<file path="src/rtl/muldiv_pkg.sv">
// Shared definitions for the HI/LO multiply/divide unit: function codes, FSM states, op kinds.
// Division support is enabled by defining MULDIV_DIV_EN.
package muldiv_pkg;

   localparam logic [5:0] FN_MFHI  = 6'b010000;
   localparam logic [5:0] FN_MTHI  = 6'b010001;
   localparam logic [5:0] FN_MFLO  = 6'b010010;
   localparam logic [5:0] FN_MTLO  = 6'b010011;
   localparam logic [5:0] FN_MULT  = 6'b011000;
   localparam logic [5:0] FN_MULTU = 6'b011001;
   localparam logic [5:0] FN_DIV   = 6'b011010;
   localparam logic [5:0] FN_DIVU  = 6'b011011;

   typedef enum logic [1:0] {IDLE, RUN, FIX} state_t;

   typedef enum logic [1:0] {MUL_S, MUL_U, DIV_S, DIV_U} op_kind_t;

   function automatic logic is_signed_kind(input op_kind_t kind);
      return (kind == MUL_S) || (kind == DIV_S);
   endfunction

endpackage

</file>
<file path="src/rtl/muldiv_iter_core.sv">
// Radix-2 iteration datapath: shift-add multiply and, with MULDIV_DIV_EN, restoring divide
// on unsigned magnitudes. {o_acc, o_lo} is the product, or remainder/quotient for divide.
module muldiv_iter_core
   import muldiv_pkg::*;
#(
   parameter int WIDTH = 32
) (
   input  logic             clk,
   input  logic             reset_n,
   input  logic             i_load,
   input  logic             i_step,
`ifdef MULDIV_DIV_EN
   input  op_kind_t         i_kind,
   output logic             o_is_div,
   output logic             o_b_zero,
`endif
   input  logic [WIDTH-1:0] i_a,
   input  logic [WIDTH-1:0] i_b,
   output logic [WIDTH-1:0] o_acc,
   output logic [WIDTH-1:0] o_lo
);

   logic [WIDTH-1:0] r_b;
   logic [WIDTH-1:0] r_acc;
   logic [WIDTH-1:0] r_lo;
   logic [WIDTH:0]   w_sum;
   logic [WIDTH-1:0] w_nxt_acc;
   logic [WIDTH-1:0] w_nxt_lo;
`ifdef MULDIV_DIV_EN
   logic             r_is_div;
   logic [WIDTH:0]   w_shl;
   logic             w_ge;
   logic [WIDTH-1:0] w_diff;
`endif

   always_comb begin
      // NOTE: every output of this block gets a default first, so no path can infer a latch.
      w_sum     = {1'b0, r_acc} + (r_lo[0] ? {1'b0, r_b} : '0);
      w_nxt_acc = w_sum[WIDTH:1];
      w_nxt_lo  = {w_sum[0], r_lo[WIDTH-1:1]};
`ifdef MULDIV_DIV_EN
      w_shl  = {r_acc, r_lo[WIDTH-1]};
      w_ge   = (w_shl >= {1'b0, r_b});
      // When w_ge holds the true difference is below r_b, so the low bits are exact.
      w_diff = w_shl[WIDTH-1:0] - r_b;
      if (r_is_div) begin
         w_nxt_acc = w_ge ? w_diff : w_shl[WIDTH-1:0];
         w_nxt_lo  = {r_lo[WIDTH-2:0], w_ge};
      end
`endif
   end

   always_ff @(posedge clk or negedge reset_n) begin
      // NOTE: sequential state uses non-blocking assignments so all flops update together.
      if (!reset_n) begin
         r_b   <= '0;
         r_acc <= '0;
         r_lo  <= '0;
`ifdef MULDIV_DIV_EN
         r_is_div <= 1'b0;
`endif
      end else if (i_load) begin
         r_b   <= i_b;
         r_acc <= '0;
         r_lo  <= i_a;
`ifdef MULDIV_DIV_EN
         r_is_div <= (i_kind == DIV_S) || (i_kind == DIV_U);
`endif
      end else if (i_step) begin
         r_acc <= w_nxt_acc;
         r_lo  <= w_nxt_lo;
      end
   end

   assign o_acc = r_acc;
   assign o_lo  = r_lo;
`ifdef MULDIV_DIV_EN
   assign o_is_div = r_is_div;
   assign o_b_zero = (r_b == '0);
`endif

endmodule

</file>
<file path="src/rtl/muldiv_sequencer.sv">
// HI/LO unit controller: FSM, iteration counter, sign fix-up, HI/LO registers, stall and mf* read.
// Defining MULDIV_DIV_EN adds div/divu; otherwise those codes are treated as unrelated.
module muldiv_sequencer
   import muldiv_pkg::*;
#(
   parameter int WIDTH = 32,
   parameter int CNT_W = 6
) (
   input  logic             clk,
   input  logic             reset_n,
   input  logic             issue_valid,
   input  logic [5:0]       function_code,
   input  logic [WIDTH-1:0] rs_data,
   input  logic [WIDTH-1:0] rt_data,
   output logic             stall,
   output logic             busy,
   output logic             done,
   output logic [WIDTH-1:0] hi,
   output logic [WIDTH-1:0] lo,
   output logic [WIDTH-1:0] mf_data
);

   state_t             r_state;
   state_t             w_next_state;
   logic [CNT_W-1:0]   r_cnt;
   logic               r_neg;
   logic               r_done;
   logic [WIDTH-1:0]   r_hi;
   logic [WIDTH-1:0]   r_lo;
   logic               w_is_mul;
   logic               w_is_div;
   logic               w_hilo_code;
   logic               w_start;
   logic               w_last;
   logic               w_signed;
   op_kind_t           w_kind;
   logic [WIDTH-1:0]   w_a_op;
   logic [WIDTH-1:0]   w_b_op;
   logic [WIDTH-1:0]   w_core_acc;
   logic [WIDTH-1:0]   w_core_lo;
   logic [2*WIDTH-1:0] w_prod;
   logic [2*WIDTH-1:0] w_prod_fix;
`ifdef MULDIV_DIV_EN
   logic               r_sign_a;
   logic               w_core_is_div;
   logic               w_b_zero;
`endif

   always_comb begin
      w_is_mul = (function_code == FN_MULT) || (function_code == FN_MULTU);
`ifdef MULDIV_DIV_EN
      w_is_div = (function_code == FN_DIV) || (function_code == FN_DIVU);
`else
      w_is_div = 1'b0;
`endif
      w_hilo_code = w_is_mul || w_is_div ||
                    (function_code == FN_MFHI) || (function_code == FN_MTHI) ||
                    (function_code == FN_MFLO) || (function_code == FN_MTLO);
      w_kind = MUL_U;
      case (function_code)
         FN_MULT: w_kind = MUL_S;
`ifdef MULDIV_DIV_EN
         FN_DIV:  w_kind = DIV_S;
         FN_DIVU: w_kind = DIV_U;
`endif
         default: w_kind = MUL_U;
      endcase
      w_signed = is_signed_kind(w_kind);
      w_a_op   = (w_signed && rs_data[WIDTH-1]) ? -rs_data : rs_data;
      w_b_op   = (w_signed && rt_data[WIDTH-1]) ? -rt_data : rt_data;
   end

   always_ff @(posedge clk or negedge reset_n) begin
      if (!reset_n) r_state <= IDLE;
      else          r_state <= w_next_state;
   end

   always_comb begin
      w_next_state = r_state;
      case (r_state)
         IDLE:    if (w_start) w_next_state = RUN;
         RUN:     if (w_last)  w_next_state = FIX;
         FIX:     w_next_state = IDLE;
         default: w_next_state = IDLE;
      endcase
   end

   always_comb begin
      busy    = (r_state != IDLE);
      stall   = busy && issue_valid && w_hilo_code;
      w_start = (r_state == IDLE) && issue_valid && (w_is_mul || w_is_div);
      w_last  = (r_state == RUN) && (r_cnt == CNT_W'(WIDTH - 1));
      mf_data = '0;
      if (issue_valid && (function_code == FN_MFHI))      mf_data = r_hi;
      else if (issue_valid && (function_code == FN_MFLO)) mf_data = r_lo;
   end

   always_ff @(posedge clk or negedge reset_n) begin
      if (!reset_n) begin
         r_cnt  <= '0;
         r_neg  <= 1'b0;
         r_done <= 1'b0;
`ifdef MULDIV_DIV_EN
         r_sign_a <= 1'b0;
`endif
      end else begin
         r_done <= (r_state == FIX);
         if (w_start) begin
            r_cnt <= '0;
            r_neg <= w_signed && (rs_data[WIDTH-1] ^ rt_data[WIDTH-1]);
`ifdef MULDIV_DIV_EN
            r_sign_a <= w_signed && rs_data[WIDTH-1];
`endif
         end else if (r_state == RUN) begin
            r_cnt <= r_cnt + CNT_W'(1);
         end
      end
   end

   muldiv_iter_core #(.WIDTH(WIDTH)) u_core (
      .clk      (clk),
      .reset_n  (reset_n),
      .i_load   (w_start),
      .i_step   (r_state == RUN),
`ifdef MULDIV_DIV_EN
      .i_kind   (w_kind),
      .o_is_div (w_core_is_div),
      .o_b_zero (w_b_zero),
`endif
      .i_a      (w_a_op),
      .i_b      (w_b_op),
      .o_acc    (w_core_acc),
      .o_lo     (w_core_lo)
   );

   assign w_prod     = {w_core_acc, w_core_lo};
   assign w_prod_fix = r_neg ? -w_prod : w_prod;

   // mt* writes are only possible while idle; any HI/LO-class issue is stalled otherwise.
   always_ff @(posedge clk or negedge reset_n) begin
      if (!reset_n) begin
         r_hi <= '0;
         r_lo <= '0;
      end else if (r_state == FIX) begin
`ifdef MULDIV_DIV_EN
         if (w_core_is_div) begin
            r_hi <= r_sign_a ? -w_core_acc : w_core_acc;
            r_lo <= w_b_zero ? '1 : (r_neg ? -w_core_lo : w_core_lo);
         end else begin
            {r_hi, r_lo} <= w_prod_fix;
         end
`else
         {r_hi, r_lo} <= w_prod_fix;
`endif
      end else if ((r_state == IDLE) && issue_valid) begin
         if (function_code == FN_MTHI) r_hi <= rs_data;
         if (function_code == FN_MTLO) r_lo <= rs_data;
      end
   end

   assign hi   = r_hi;
   assign lo   = r_lo;
   assign done = r_done;

endmodule

</file>
<file path="config.mk">
export PLATFORM = sky130hd
export DESIGN_NAME = muldiv_sequencer
export DESIGN_NICKNAME = d
export VERILOG_FILES = /design/src/rtl/muldiv_pkg.sv /design/src/rtl/muldiv_iter_core.sv /design/src/rtl/muldiv_sequencer.sv
export SDC_FILE = /design/constraint.sdc
export NUM_CORES = 1
export LEC_CHECK = 0
export ABC_CLOCK_PERIOD_IN_PS = 5350
export CAP_MARGIN = 20
export CORE_UTILIZATION = 55
export DETAILED_ROUTE_END_ITERATION = 16
export PLACE_DENSITY = 0.8
export REMOVE_ABC_BUFFERS = 1
export SLEW_MARGIN = 30
export SYNTH_ARGS = -nofsm -noshare
export SYNTH_HDL_FRONTEND = slang
export SYNTH_HIERARCHICAL = 1
export SYNTH_SLANG_ARGS = --single-unit
</file>
<file path="constraint.sdc">
create_clock -name clk -period 5.35 [get_ports clk]
set_clock_uncertainty 0.1 [all_clocks]
set_input_delay 1.07 -clock clk [delete_from_list [all_inputs] [get_ports clk]]
set_output_delay 1.07 -clock clk [all_outputs]
set_load 0.02 [all_outputs]
</file>
* Word level (Yosys, flattened, before mapping)
Index checks and enable logic that the tools add are counted.
** Storage, ports and cells
- Word-level logic and storage cells :: 75
- Output and inout port bits :: 99
- Input port bits :: 73
- Register bits after elaboration :: 170
** Operators by class
- Bitwise operators :: 1
- Mux-type cells :: 22
- Add/subtract/negate cells :: 5
- Equal/unequal tests :: 12
- Reductions and logical operators :: 26
** Operators by type and width (number)
- 32-bit two-way mux :: 15
- 64-bit two-way mux :: 1
- 32-bit negation :: 2
- 64-bit negation :: 1
- 6-bit by 5-bit == test with 1-bit output, second input constant :: 7
- 32-bit by 33-bit adder with 33-bit output :: 1
- 6-bit two-way mux :: 2
- 1-bit logical AND :: 10
- 2-bit nonzero test :: 5
- 6-bit by 1-bit adder with 6-bit output, second input constant :: 1
- 1-bit logical OR :: 6
- 2-bit AND reduction :: 3
- 2-bit logical NOT :: 2
- 2-bit two-way mux :: 2
- 2-bit case mux with 2 select lines :: 1
- 1-bit by 2-bit == test with 1-bit output, second input constant :: 1
- 2-bit by 1-bit == test with 1-bit output, second input constant :: 1
- 2-bit == test, second input constant :: 1
- 2-bit by 1-bit inequality test with 1-bit output, second input constant :: 1
- 2-bit inequality test, second input constant :: 1
- 1-bit two-way mux :: 1
- 1-bit XOR :: 1

* Logic depth before layout (Yosys ltp)
- Depth after elaboration :: 7
- Mapped depth :: 13
- Gate-level depth less buffers :: 12

* Modules after synthesis
Netlist, hierarchy kept.
** By module, submodules not included
- muldiv_sequencer :: seq. area each 1851.8 sq um, times used 1, cells each 833, area each 6811.5 sq um
- muldiv_iter_core :: seq. area each 2402.3 sq um, times used 1, cells each 598, area each 5825.6 sq um

* Least setup slack after synthesis
OpenSTA, ideal clock, no wires.
- Path type :: input -> output
- From :: input port function_code[5]
- To :: output port mf_data[10]
- Arrival time :: 2.297 ns
- Path buffers :: 2
- Required time :: 4.180 ns
- Setup slack :: 1.883 ns
- Cell stages on the path :: 5
- Path through :: nand4bb_1 > or3_1 > clkbuf_1 > clkbuf_1 > nor2_1
** On the way
- Cells in the longest elaborated chain, start to end :: 4
- Elaborated cells on any way between the ends :: 6
- Classes of those cells :: eq/ne: 2; mux: 2; reduce/logical: 2
** RTL lines
- start: declaration :: line muldiv_sequencer.sv:12 : input logic [5:0] function_code,
- 6-bit by 5-bit == test with 1-bit output :: line muldiv_sequencer.sv:95 : else if (issue_valid && (function_code == FN_MFLO)) mf_data = r_lo;
- 1-bit logical AND :: line muldiv_sequencer.sv:95
- 32-bit two-way mux :: line muldiv_sequencer.sv:95
- 32-bit two-way mux (*) :: line muldiv_sequencer.sv:94 : if (issue_valid && (function_code == FN_MFHI)) mf_data = r_hi;
- end: declaration :: line muldiv_sequencer.sv:20 : output logic [WIDTH-1:0] mf_data
Mark *: on every way between the ends. The rest lies on a longest branch, timed or not.

* Final worst setup path
- From :: input port issue_valid
- To :: output port mf_data[13]
** On the way
- Cells in the longest elaborated chain, start to end :: 3
- Elaborated cells on any way between the ends :: 4
- Classes of those cells :: mux: 2; reduce/logical: 2
** RTL lines
- start: declaration :: line muldiv_sequencer.sv:11 : input logic issue_valid,
- 1-bit logical AND :: line muldiv_sequencer.sv:95
- 32-bit two-way mux :: line muldiv_sequencer.sv:95
- 32-bit two-way mux (*) :: line muldiv_sequencer.sv:94
Marks and branches as above.

==> summary.txt <==
Final setup margin -> 0.5827 ns
Reg clk slew, reported paths -> 0.06 ns
CP Data Required Time -> 4.18 ns
Yosys synthesis warning count -> 6
Synthesized instance count -> 1431
Post-CTS setup buffer count -> 0
Sequential element share of the synthesized area -> 33.66%
Asr flop ratio synth -> 100.0%
Routed vias -> 11400
Gr usage total -> 28.84%
Clk network pwr share -> 16.5%
Primary FF master, synth -> dfrtp_1
Most frequent cells in the layout -> 169 x clkdlybuf4s50_1, 168 x dfrtp_1, 122 x nor2_1
Status -> finished, final reports clean
Critical path capture point type -> output port
Total power draw -> 7507 µW
Die area -> 23590 µm²
WL final -> 33.67 mm
Die height -> 153.6 µm
First-pass GRT wire length -> 54.91 mm
Final Max Slew Viols -> 0
Num rows -> 55
Post-CTS sizing -> 0
Slew of the pin with the lowest slew margin -> 1.007 ns
Relative slew slack -> 32.36%
Root buf cell -> clkbuf_16
Share of post-route cells with drive strength above 1 -> 7.628%
MaxCap Viol Count -> 0
Startpoint types -> input port
GPL Wtd Cong -> 0.8779
Post-route core utilization -> 66.83%
CTS buffer count -> 17
Final ANT Viol Nets -> 0
CP Data Arrival Time -> 3.60 ns
Die width -> 153.6 µm
Vias per cell -> 6.175
Endpoints failing setup -> 0
RSZ-0062 raised after global routing -> no
Gate power share -> 50.0%
CTS tree -> built
Clock Path Buffers -> 2
Leak pwr -> 0.006306 µW
Count of nets after finishing -> 1657
Switching pwr -> 3275 µW
Placed Instance Area -> 14500 µm²
Hold crit path type -> reg -> reg
Clock Sinks -> 170
Worst Path Max Fanout -> 15
Starting Density -> 55.99%
Wirelength per Cell -> 18.24 µm
Post-synth EDFFs -> 0
Unique masters post-synth -> 76
Crit share post-route -> 89.11%
TritonRoute pass-1 iters -> 6
CP Class -> in -> out
Area grow syn2layout -> 19.38%
# H-tree levels -> 4
Initial antenna violation count -> 1
Clk_lat worst skew -> 0.44 ns
Part of the power in registers -> 33.5%
Place WS -> 0.6016 ns
#FFs+latches synth -> 170
Tmin final -> 4.767 ns
Commonest non-fill, non-tap cell in the layout -> clkdlybuf4s50_1
Residual DRC -> 0
Power density over the cells -> 497.6 nW/µm²
Largest net degree at the start of global routing -> 139
Cts hold-fix bufs -> 0
Port bufs -> 171
F_max -> 209.8 MHz
IO Pins -> 172
Int Pwr -> 4232 µW
Grt ovf -> 0
Setup TNS -> 0 ns
Starting DRT DRC Count -> 802
Placeable Area -> 22570 µm²
Syn avg cell area -> 8.831 µm²
Post-Syn Area -> 12640 µm²
Peak supply drop -> 0.0002628 V
Dpl hpwl -> 24.47 mm
Number of global-route vias before repair -> 10850
Switch share -> 43.62%
Hold violation total from the final report -> 0
Design Area, Final -> 15090 µm²
[through the flow]
step,std cells,hold WS (ns)
final,1846,0.4007
after detailed placement,1813,0.3900
after CTS,1845,0.4042
after global placement,1813,0.3817
after floorplan,1344,0.3650
after global routing,1846,0.4185
[per-layer routing]
layer  wire length (µm)  up-vias  global-route usage [%]
met5                  0        -                       0
met4                909        0                   11.10
met3               2167       63                   3.720
met2              16050      461                   47.60
met1              14550     5461                   38.60
li1                   -     5414                       -
[area by class of cell]
cell class                 instances  area [µm²]
timing repair buffer             184        1846
antenna                            1       2.502
clock inverter                    14       146.4
clock buffer                      18       429.2
sequential                       170        4257
multi-input combinational       1151        7961
tap                              285       356.6
fill                            1837        7486
inverter                          23       87.58
[worst max-delay path: stages]
cell and delay (ns):
clkdlybuf4s50_1 0.56, nand4bb_1 0.28, or3_1 0.65, buf_4 0.30, nor2_1 0.12, clkdlybuf4s50_1 0.61
[logic make-up (layout without fill, tap and decap cells)]
| group | count (synthesis) | in the layout | synth area share (%) |
|---|---|---|---|
| AO/OA/AOI/OAI | 354 | 354 | 18.11 |
| XOR/XNOR | 137 | 137 | 9.495 |
| adder cells (fa/ha/maj) | 37 | 37 | 3.723 |
| buffers and inverters | 110 | 239 | 3.485 |
| flip-flops | 170 | 170 | 33.66 |
| multiplexers | 151 | 151 | 12.43 |
| other | 0 | 1 | 0 |
| AND/OR/NAND/NOR | 472 | 472 | 19.10 |
[final timing paths]
path	to	cells past startpoint	from	slack, ns
max	mf_data[13]	6	issue_valid	0.58
min	u_core/r_b[15]	1	u_core/r_b[15]	0.40
max reg2reg	u_core/o_acc[28]	11	u_core/o_lo[0]	1.80
min reg2reg	u_core/r_b[15]	1	u_core/r_b[15]	0.40
max in group asynchronous	u_core/o_lo[21]	2	reset_n	3.66
min in group asynchronous	u_core/r_b[2]	1	reset_n	0.63
[flip-flops by register name (all words and copies together), names as in the netlist]
register / cells
u_core/o_lo: 32
lo: 32
hi: 32
done: 1
r_state: 2
r_cnt: 6
r_neg: 1
u_core/r_b: 32
u_core/o_acc: 32
[synth_stat cells (8+ instances only)]
master	number	share of area [%]
ha_1	36	3.6
nand2_1	120	3.6
clkbuf_1	65	1.9
buf_1	10	0.30
a21oi_1	90	3.6
and3_1	8	0.40
nor2_1	122	3.6
nor2b_1	34	1.7
nand2b_1	10	0.50
xor2_1	73	5.1
mux2_2	44	3.9
mux2i_1	104	8.2
buf_2	10	0.40
nand3_1	21	0.83
nor4_1	11	0.54
o21ai_0	99	3.9
dfrtp_1	170	34
inv_1	22	0.65
a21o_1	18	1.1
or4_1	10	0.59
o211ai_1	16	0.95
nand4_1	13	0.64
or3_1	21	1.0
a211oi_1	30	1.8
and2_1	38	1.9
o41ai_1	14	0.97
o31ai_1	33	2.0
nand3b_1	10	0.59
xnor2_1	64	4.4
nor3_1	26	1.0
[power by group through the flow]
stage / Clock (µW) / Combinational, µW / Sequential, µW
floorplan: 0 / 2390 / 2600
global placement: 0 / 3600 / 2480
detailed placement: 0 / 3690 / 2520
CTS: 1250 / 3730 / 2500
global route: 1290 / 4110 / 2600
finish: 1240 / 3750 / 2520
Power figures use the tool's default switching activity.
